[src/rtl/dsm_ctrl_pkg.sv]
// Shared types and default limits for the delta-sigma modulator controller.
// State encodings are exported so the bench and wrappers agree on them.
package dsm_ctrl_pkg;

  localparam int DSMC_T_BITS = 20;
  localparam logic [DSMC_T_BITS-1:0] DSMC_VIN_FS_HALF = 20'h40000;

  localparam int DSMC_HOLD_CYCLES  = 16;
  localparam int DSMC_RUN_LIMIT    = 64;
  localparam int DSMC_COOLDOWN     = 256;
  localparam int DSMC_MAX_RESTARTS = 3;
  localparam int DSMC_RC_BITS      = 2;

  typedef enum logic [2:0] {
    ST_IDLE    = 3'd0,
    ST_HOLD    = 3'd1,
    ST_RAMP    = 3'd2,
    ST_RUN     = 3'd3,
    ST_FAULT   = 3'd4,
    ST_LOCKOUT = 3'd5
  } dsmc_state_e;

endpackage

[src/rtl/dsm_ctrl_if.sv]
// Control/observation bundle between the controller and the modulator top.
// master = side that requests runs and returns pwm; slave = the controller.
interface dsm_ctrl_if #(
  parameter int T_BITS  = 20,
  parameter int RC_BITS = 2
);
  logic                      enable;
  logic signed [T_BITS-1:0]  vin_target;
  logic [1:0]                pwm;
  logic                      dsm_reset;
  logic signed [T_BITS-1:0]  vin_out;
  logic                      dith_en;
  logic [2:0]                state;
  logic                      fault;
  logic [RC_BITS-1:0]        restart_cnt;
  logic                      lockout;

  modport master (
    output enable, vin_target, pwm,
    input  dsm_reset, vin_out, dith_en, state, fault, restart_cnt, lockout
  );

  modport slave (
    input  enable, vin_target, pwm,
    output dsm_reset, vin_out, dith_en, state, fault, restart_cnt, lockout
  );
endinterface

[src/rtl/dsm_overload_mon.sv]
// Quantizer overload monitor: flags long runs of one non-zero pwm code or the
// illegal code 2'b10; the flag is registered, one cycle after the sample.
module dsm_overload_mon #(
  parameter int RUN_LIMIT = 64
) (
  input  logic       clock,
  input  logic       reset,
  input  logic       clear,
  input  logic       arm,
  input  logic [1:0] pwm,
  output logic       overload
);
  localparam int CW = $clog2(RUN_LIMIT + 1);

  logic [1:0]    r_prev;
  logic [CW-1:0] r_cnt;
  logic          r_ovl;
  logic [CW-1:0] w_cnt_nxt;

  always_comb begin
    w_cnt_nxt = '0;
    if (pwm != 2'b00) begin
      if (pwm == r_prev)
        w_cnt_nxt = (r_cnt == CW'(RUN_LIMIT)) ? r_cnt : r_cnt + 1'b1;
      else
        w_cnt_nxt = CW'(1);
    end
  end

  // Counter keeps running while disarmed; only the flag is masked.
  always_ff @(posedge clock) begin
    if (reset || clear) begin
      r_prev <= 2'b00;
      r_cnt  <= '0;
      r_ovl  <= 1'b0;
    end else begin
      r_prev <= pwm;
      r_cnt  <= w_cnt_nxt;
      r_ovl  <= arm && ((pwm == 2'b10) || (w_cnt_nxt == CW'(RUN_LIMIT)));
    end
  end

  assign overload = r_ovl;
endmodule

[src/rtl/dsm_ctrl.sv]
// Start-up, slew and overload-recovery controller for the delta-sigma
// modulator: holds it in reset, ramps vin slew-limited, restarts on overload.
module dsm_ctrl
  import dsm_ctrl_pkg::*;
#(
  parameter int               T_BITS       = DSMC_T_BITS,
  parameter int               HOLD_CYCLES  = DSMC_HOLD_CYCLES,
  parameter logic [T_BITS-1:0] RAMP_STEP   = T_BITS'('h00400),
  parameter int               RUN_LIMIT    = DSMC_RUN_LIMIT,
  parameter int               COOLDOWN     = DSMC_COOLDOWN,
  parameter int               MAX_RESTARTS = DSMC_MAX_RESTARTS,
  parameter int               RC_BITS      = DSMC_RC_BITS
) (
  input  logic        clock,
  input  logic        reset,
  dsm_ctrl_if.slave   bus
);
  localparam int TMR_MAX = (HOLD_CYCLES > COOLDOWN) ? HOLD_CYCLES : COOLDOWN;
  localparam int TMR_W   = $clog2(TMR_MAX + 1);
  localparam logic [TMR_W-1:0] HOLD_LOAD = TMR_W'(HOLD_CYCLES - 1);
  localparam logic [TMR_W-1:0] COOL_LOAD = TMR_W'(COOLDOWN - 1);

  typedef struct packed {
    logic                     done;
    logic signed [T_BITS-1:0] val;
  } slew_t;

  dsmc_state_e              r_state;
  logic                     r_dsm_reset;
  logic signed [T_BITS-1:0] r_vin;
  logic                     r_dith;
  logic                     r_fault;
  logic [RC_BITS-1:0]       r_rc;
  logic                     r_lock;
  logic [TMR_W-1:0]         r_tmr;

  slew_t                    w_slew;
  logic                     w_ovl;
  logic                     w_arm;
  logic [RC_BITS-1:0]       w_rc_inc;

  // Delta is formed one bit wider so target/current extremes cannot overflow.
  function automatic slew_t slew_step(input logic signed [T_BITS-1:0] tgt,
                                      input logic signed [T_BITS-1:0] cur);
    logic signed [T_BITS:0] w_delta;
    logic signed [T_BITS:0] w_step;
    slew_t                  w_res;
    w_delta = $signed({tgt[T_BITS-1], tgt}) - $signed({cur[T_BITS-1], cur});
    w_step  = $signed({1'b0, RAMP_STEP});
    if ((w_delta <= w_step) && (w_delta >= -w_step)) begin
      w_res.done = 1'b1;
      w_res.val  = tgt;
    end else if (w_delta[T_BITS]) begin
      w_res.done = 1'b0;
      w_res.val  = cur - $signed(RAMP_STEP);
    end else begin
      w_res.done = 1'b0;
      w_res.val  = cur + $signed(RAMP_STEP);
    end
    return w_res;
  endfunction

  assign w_slew   = slew_step(bus.vin_target, r_vin);
  assign w_arm    = (r_state == ST_RUN);
  assign w_rc_inc = r_rc + 1'b1;

  dsm_overload_mon #(.RUN_LIMIT(RUN_LIMIT)) u_mon (
    .clock    (clock),
    .reset    (reset),
    .clear    (r_dsm_reset),
    .arm      (w_arm),
    .pwm      (bus.pwm),
    .overload (w_ovl)
  );

  always_ff @(posedge clock) begin
    if (reset) begin
      r_state     <= ST_IDLE;
      r_dsm_reset <= 1'b1;
      r_vin       <= '0;
      r_dith      <= 1'b0;
      r_fault     <= 1'b0;
      r_rc        <= '0;
      r_lock      <= 1'b0;
      r_tmr       <= '0;
    end else begin
      r_fault <= 1'b0;
      // Dropping enable wins over everything, including a pending overload.
      if (!bus.enable) begin
        r_state     <= ST_IDLE;
        r_dsm_reset <= 1'b1;
        r_vin       <= '0;
        r_dith      <= 1'b0;
        r_rc        <= '0;
        r_lock      <= 1'b0;
      end else begin
        case (r_state)
          ST_IDLE: begin
            r_state     <= ST_HOLD;
            r_tmr       <= HOLD_LOAD;
            r_dsm_reset <= 1'b1;
            r_vin       <= '0;
            r_dith      <= 1'b0;
            r_rc        <= '0;
            r_lock      <= 1'b0;
          end
          ST_HOLD: begin
            if (r_tmr == '0) begin
              r_state     <= ST_RAMP;
              r_dsm_reset <= 1'b0;
            end else begin
              r_tmr <= r_tmr - 1'b1;
            end
          end
          ST_RAMP: begin
            r_vin <= w_slew.val;
            if (w_slew.done) begin
              r_state <= ST_RUN;
              r_dith  <= 1'b1;
            end
          end
          ST_RUN: begin
            if (w_ovl) begin
              r_fault     <= 1'b1;
              r_rc        <= w_rc_inc;
              r_dsm_reset <= 1'b1;
              r_vin       <= '0;
              r_dith      <= 1'b0;
              if (w_rc_inc < RC_BITS'(MAX_RESTARTS)) begin
                r_state <= ST_FAULT;
                r_tmr   <= COOL_LOAD;
              end else begin
                r_state <= ST_LOCKOUT;
                r_lock  <= 1'b1;
              end
            end else begin
              r_vin <= w_slew.val;
            end
          end
          ST_FAULT: begin
            // Cooldown doubles as the reset hold, so restart goes straight to RAMP.
            if (r_tmr == '0) begin
              r_state     <= ST_RAMP;
              r_dsm_reset <= 1'b0;
            end else begin
              r_tmr <= r_tmr - 1'b1;
            end
          end
          ST_LOCKOUT: begin
            r_dsm_reset <= 1'b1;
            r_vin       <= '0;
            r_dith      <= 1'b0;
            r_lock      <= 1'b1;
          end
          default: begin
            r_state     <= ST_IDLE;
            r_dsm_reset <= 1'b1;
            r_vin       <= '0;
            r_dith      <= 1'b0;
            r_rc        <= '0;
            r_lock      <= 1'b0;
          end
        endcase
      end
    end
  end

  assign bus.dsm_reset   = r_dsm_reset;
  assign bus.vin_out     = r_vin;
  assign bus.dith_en     = r_dith;
  assign bus.state       = r_state;
  assign bus.fault       = r_fault;
  assign bus.restart_cnt = r_rc;
  assign bus.lockout     = r_lock;
endmodule

[src/flat_wrapper.sv]
// flat-port wrapper written by rule: the top's interface ports become plain ports
module dsm_ctrl_flat import dsm_ctrl_pkg::*;
#(
  parameter int               T_BITS       = DSMC_T_BITS,
  parameter int               HOLD_CYCLES  = DSMC_HOLD_CYCLES,
  parameter logic [T_BITS-1:0] RAMP_STEP   = T_BITS'('h00400),
  parameter int               RUN_LIMIT    = DSMC_RUN_LIMIT,
  parameter int               COOLDOWN     = DSMC_COOLDOWN,
  parameter int               MAX_RESTARTS = DSMC_MAX_RESTARTS,
  parameter int               RC_BITS      = DSMC_RC_BITS
)
  (clock, reset, bus_enable, bus_vin_target, bus_pwm, bus_dsm_reset, bus_vin_out, bus_dith_en, bus_state, bus_fault, bus_restart_cnt, bus_lockout);
  dsm_ctrl_if #(.T_BITS(T_BITS), .RC_BITS(RC_BITS)) bus_i ();
  input  logic clock;
  input  logic reset;
  input wire logic [$bits(bus_i.enable)-1:0] bus_enable;
  input wire logic [$bits(bus_i.vin_target)-1:0] bus_vin_target;
  input wire logic [$bits(bus_i.pwm)-1:0] bus_pwm;
  output wire logic [$bits(bus_i.dsm_reset)-1:0] bus_dsm_reset;
  output wire logic [$bits(bus_i.vin_out)-1:0] bus_vin_out;
  output wire logic [$bits(bus_i.dith_en)-1:0] bus_dith_en;
  output wire logic [$bits(bus_i.state)-1:0] bus_state;
  output wire logic [$bits(bus_i.fault)-1:0] bus_fault;
  output wire logic [$bits(bus_i.restart_cnt)-1:0] bus_restart_cnt;
  output wire logic [$bits(bus_i.lockout)-1:0] bus_lockout;
  assign bus_i.enable = bus_enable;
  assign bus_i.vin_target = bus_vin_target;
  assign bus_i.pwm = bus_pwm;
  assign bus_dsm_reset = bus_i.dsm_reset;
  assign bus_vin_out = bus_i.vin_out;
  assign bus_dith_en = bus_i.dith_en;
  assign bus_state = bus_i.state;
  assign bus_fault = bus_i.fault;
  assign bus_restart_cnt = bus_i.restart_cnt;
  assign bus_lockout = bus_i.lockout;
  dsm_ctrl #(.T_BITS(T_BITS), .HOLD_CYCLES(HOLD_CYCLES), .RAMP_STEP(RAMP_STEP), .RUN_LIMIT(RUN_LIMIT), .COOLDOWN(COOLDOWN), .MAX_RESTARTS(MAX_RESTARTS), .RC_BITS(RC_BITS)) u_core (.clock(clock), .reset(reset), .bus(bus_i));
endmodule
[config.mk]
export PLATFORM = sky130hd
export DESIGN_NAME = dsm_ctrl_flat
export DESIGN_NICKNAME = d
export VERILOG_FILES = /design/src/rtl/dsm_ctrl_pkg.sv /design/src/rtl/dsm_ctrl_if.sv /design/src/rtl/dsm_overload_mon.sv /design/src/rtl/dsm_ctrl.sv /design/src/flat_wrapper.sv
export SDC_FILE = /design/constraint.sdc
export NUM_CORES = 1
export LEC_CHECK = 0
export BUFFER_PORTS_ARGS = -buffer_cell sky130_fd_sc_hd__buf_2
export CAP_MARGIN = 20
export CELL_PAD_IN_SITES_DETAIL_PLACEMENT = 0
export CELL_PAD_IN_SITES_GLOBAL_PLACEMENT = 1
export CORE_UTILIZATION = 45
export DETAILED_ROUTE_END_ITERATION = 12
export PLACE_DENSITY = 0.82
export SLEW_MARGIN = 30
export SYNTH_ARGS = -nofsm -noshare
export SYNTH_HDL_FRONTEND = slang
export SYNTH_HIERARCHICAL = 1
export SYNTH_SLANG_ARGS = --single-unit
[constraint.sdc]
create_clock -name clock -period 5.94 [get_ports clock]
set_input_delay 1.188 -clock clock [delete_from_list [all_inputs] [get_ports clock]]
set_output_delay 1.188 -clock clock [all_outputs]
set_load 0.02 [all_outputs]
==> impl_metrics.env <==
export IMPL_r2r_start="u_core/bus.vin_out[0]"
export IMPL_syn_inst=546
export IMPL_grt_util_met2=0.358
export IMPL_post_route_drc_count=8
export IMPL_pre_cts_slack_ns=0.825
export IMPL_synth_top_area_share=0.233
export IMPL_holdPathStages=2
export IMPL_synth_area_leaders="dfxtp_1, ha_1, a21oi_1, nand2_1, xor2_1"
export IMPL_syn_area_sq_um=4120
export IMPL_slew_headroom=0.460
export IMPL_required_ns=6.11
export IMPL_yosysUniqueCellTypes=72
export IMPL_tightest_slew_ns=0.809
export IMPL_async_flop_share=0
export IMPL_via_per_inst=5.72
export IMPL_n_antenna_cell=0
export IMPL_worstSkewPairLatency_ns=0.30
export IMPL_power_density_nw_per_um2=166
export IMPL_critPathKind="in -> reg"
export IMPL_period_needed_ns=4.70
export IMPL_portBuffers=53
export IMPL_cts_made_buffers=5
export IMPL_grt_pass1_wl_um=16800
export IMPL_rsz0062_at_grt="false"
export IMPL_h_tree_depth=2
export IMPL_syn_nets=604
export IMPL_overflow=0
export IMPL_p_leak_nw=1.79
export IMPL_nNetsFinal=646
export IMPL_synth_edf_count=0
export IMPL_hp_class="reg -> reg"
export IMPL_ys_seq_area_frac=0.233
export IMPL_clockRootBuffer="clkbuf_8"
export IMPL_ys_top_cells_by_count="nand2_1, dfxtp_1, a21oi_1"
export IMPL_r2r_slack_ns=1.90
export IMPL_routed_wl_um=10200
export IMPL_power_uw=754
export IMPL_final_layout_size_suffix_gt1_frac=0.151
export IMPL_core_sq_um=8810
export IMPL_cp_end_kind="flip-flop"
export IMPL_critical_path_max_stage_delay_ns=0.39
export IMPL_cts_resized=0
export IMPL_wire_per_inst_um=14.6
export IMPL_fmax_mhz=213
export IMPL_drt_initial_drc_count=175
export IMPL_peakVddDrop_v=0.000124
export IMPL_ctsHoldBuffers=0
export IMPL_whs_endpoint="u_core/bus.vin_out[2]"
export IMPL_vias=3985
export IMPL_grtUsageMet3=0.0353
export IMPL_startpoint_type="input pin"
export IMPL_antenna_found_initial=0
export IMPL_cp_slowest_cell="fa_1"
export IMPL_final_period_utilization=0.792
export IMPL_gp_congestion=0.851
export IMPL_cts_sinks=48
export IMPL_start_util=0.467
export IMPL_first_pass_iters=9
export IMPL_grt_pass1_vias=3644
export IMPL_violations="DRC"
export IMPL_r2r_end="u_core/bus.vin_out[18]"
export IMPL_worst_slack_ns=1.24
export IMPL_areaGrowthSynthToFinish_pct=10.6
export IMPL_ant_nets=0
export IMPL_pin_count=54
export IMPL_postCtsSetupRepairBufs=0
export IMPL_yosysMostFrequentCell="nand2_1"
export IMPL_hold_violations=0
export IMPL_final_max_slew_viol_count=0
export IMPL_fin_tns_setup_ns=0
export IMPL_die_w_um=97.6
export IMPL_grt_busiest_layer="met2"
export IMPL_clock_skew_ns=0.0165
export IMPL_hold_start="u_core/bus.vin_out[2]"
export IMPL_dpl_hpwl_um=7690
export IMPL_dieArea_sq_um=9530
export IMPL_r2r_cells=17
export IMPL_cts_tree="built"
export IMPL_grt_usage=0.211
export IMPL_n_fill_cell=901
export IMPL_cp_cell_sequence="buf_2 > inv_1 > ha_1 > fa_1 > nand2b_1 > a211oi_2 > o21ai_2 > o21bai_2 > a31oi_2 > buf_4 > xnor2_1 > ha_1 > nor2_1 > a21boi_0 > o21ai_0 > o21ai_0 > xor2_1 > mux2i_1 > o21ai_1"
export IMPL_gr_usage_met1=0.288
export IMPL_setup_viol_count_final=0
export IMPL_clk_path_buf_depth=2
export IMPL_maxCapViolations=0
export IMPL_synth_seq_cells=48
export IMPL_yosysWarnings=6
export IMPL_synth_top_area_cell="dfxtp_1"
export IMPL_cts_clk_slew_worst_paths_ns=0.10
export IMPL_arrival_ns=4.87
export IMPL_crit_fanout=11
export IMPL_rows=34
export IMPL_grt_max_degree=38
export IMPL_syn_area_per_cell_sq_um=7.54
export IMPL_status="complete, but fails checks"
export IMPL_synth_ff_type="dfxtp_1"
export IMPL_chipHeight_um=97.6
critical path, delay by kind of cell:
family / cells / cell delay, ns
compound gates: 8 / 1.69
fa+ha+maj: 3 / 0.81
buf+inv: 3 / 0.39
simple gates: 2 / 0.33
xor+xnor: 2 / 0.31
mux: 1 / 0.14
registers in the layout (all words and copies together), names as in the netlist:
register	count
u_core/u_mon/r_cnt	7
u_core/u_mon/r_prev	2
u_core/bus.vin_out	20
u_core/bus.restart_cnt	2
u_core/bus.dsm_reset	1
u_core/bus.lockout	1
u_core/bus.dith_en	1
u_core/r_tmr	9
u_core/bus.state	3
u_core/u_mon/overload	1
u_core/bus.fault	1
cell type report:
cell class,instances,area [sq um],area share
Clock buffer,6,82.6,0.0181
Clock inverter,2,38.8,0.00852
Inverter,41,154,0.0338
Multi-Input combinational cell,436,2900,0.636
Sequential cell,48,961,0.211
Tap cell,108,135,0.0297
Timing Repair Buffer,56,288,0.0632
metal layers:
layer | share of wire | vias up
met5 | 0 | -
met4 | 0.0035 | 0
li1 | - | 2054
met2 | 0.46 | 85
met1 | 0.49 | 1842
met3 | 0.041 | 4
cell families (layout without fill, tap and decap cells):
kind of cell | count (synthesis) | after routing | share of synthesized area
xor+xnor | 31 | 31 | 0.0678
flops | 48 | 48 | 0.233
buf+inv | 62 | 105 | 0.0675
compound gates | 160 | 160 | 0.256
mux | 9 | 9 | 0.0219
simple gates | 203 | 203 | 0.251
fa+ha+maj | 33 | 33 | 0.102
layout by cell type, fill, tap and decap left out, types with 3 or more instances in the layout:
master | netlist | routed
and3_1 | 6 | 6
xor2_1 | 18 | 18
o21bai_1 | 3 | 3
a32oi_1 | 3 | 3
nand2_1 | 53 | 53
nor2_1 | 36 | 36
nor2b_1 | 7 | 7
o21ai_0 | 20 | 20
mux2i_1 | 9 | 9
nand4_1 | 7 | 7
or3b_2 | 3 | 3
buf_4 | 1 | 3
nand3_1 | 28 | 28
or2_1 | 10 | 10
nor3_1 | 19 | 19
o21ai_1 | 13 | 13
a21o_1 | 14 | 14
nor4_1 | 7 | 7
xnor2_1 | 12 | 12
a21oi_1 | 46 | 45
ha_1 | 32 | 32
clkbuf_8 | 0 | 6
and2_1 | 4 | 4
buf_2 | 3 | 53
a31oi_1 | 17 | 16
o31ai_1 | 3 | 3
a211oi_1 | 5 | 5
nand2b_1 | 4 | 4
or3_1 | 4 | 4
a311oi_1 | 4 | 4
inv_1 | 41 | 41
dfxtp_1 | 48 | 48
how the worst max path moves through the flow:
stage	from	slack [ns]	cells past startpoint	end
floorplan	bus_vin_target[0]	1.58	18	u_core/bus.vin_out[19]
global placement	bus_vin_target[0]	0.91	19	u_core/bus.vin_out[18]
detailed placement	bus_vin_target[0]	0.83	19	u_core/bus.vin_out[18]
CTS	bus_vin_target[0]	1.11	19	u_core/bus.vin_out[18]
global route	bus_vin_target[0]	0.92	19	u_core/bus.vin_out[18]
finish	bus_vin_target[0]	1.24	19	u_core/bus.vin_out[18]
power by group:
group | internal, mW | switching (mW) | total [mW] | leakage [nW]
registers | 0.328 | 0.00922 | 0.337 | 0.389
logic | 0.0658 | 0.0990 | 0.165 | 1.34
clock network | 0.138 | 0.114 | 0.252 | 0.0614
total | 0.532 | 0.223 | 0.754 | 1.79
stage by stage:
stage               cells  instance area [sq um]  hold slack, ns   util
CTS                   697                   4540           0.500  0.516
global placement      689                   4420           0.478  0.502
detailed placement    689                   4420           0.485  0.502
global route          697                   4550           0.527  0.517
floorplan             546                   4120           0.458      -
finish                697                   4550           0.504  0.517
Power figures use the tool's default switching activity.
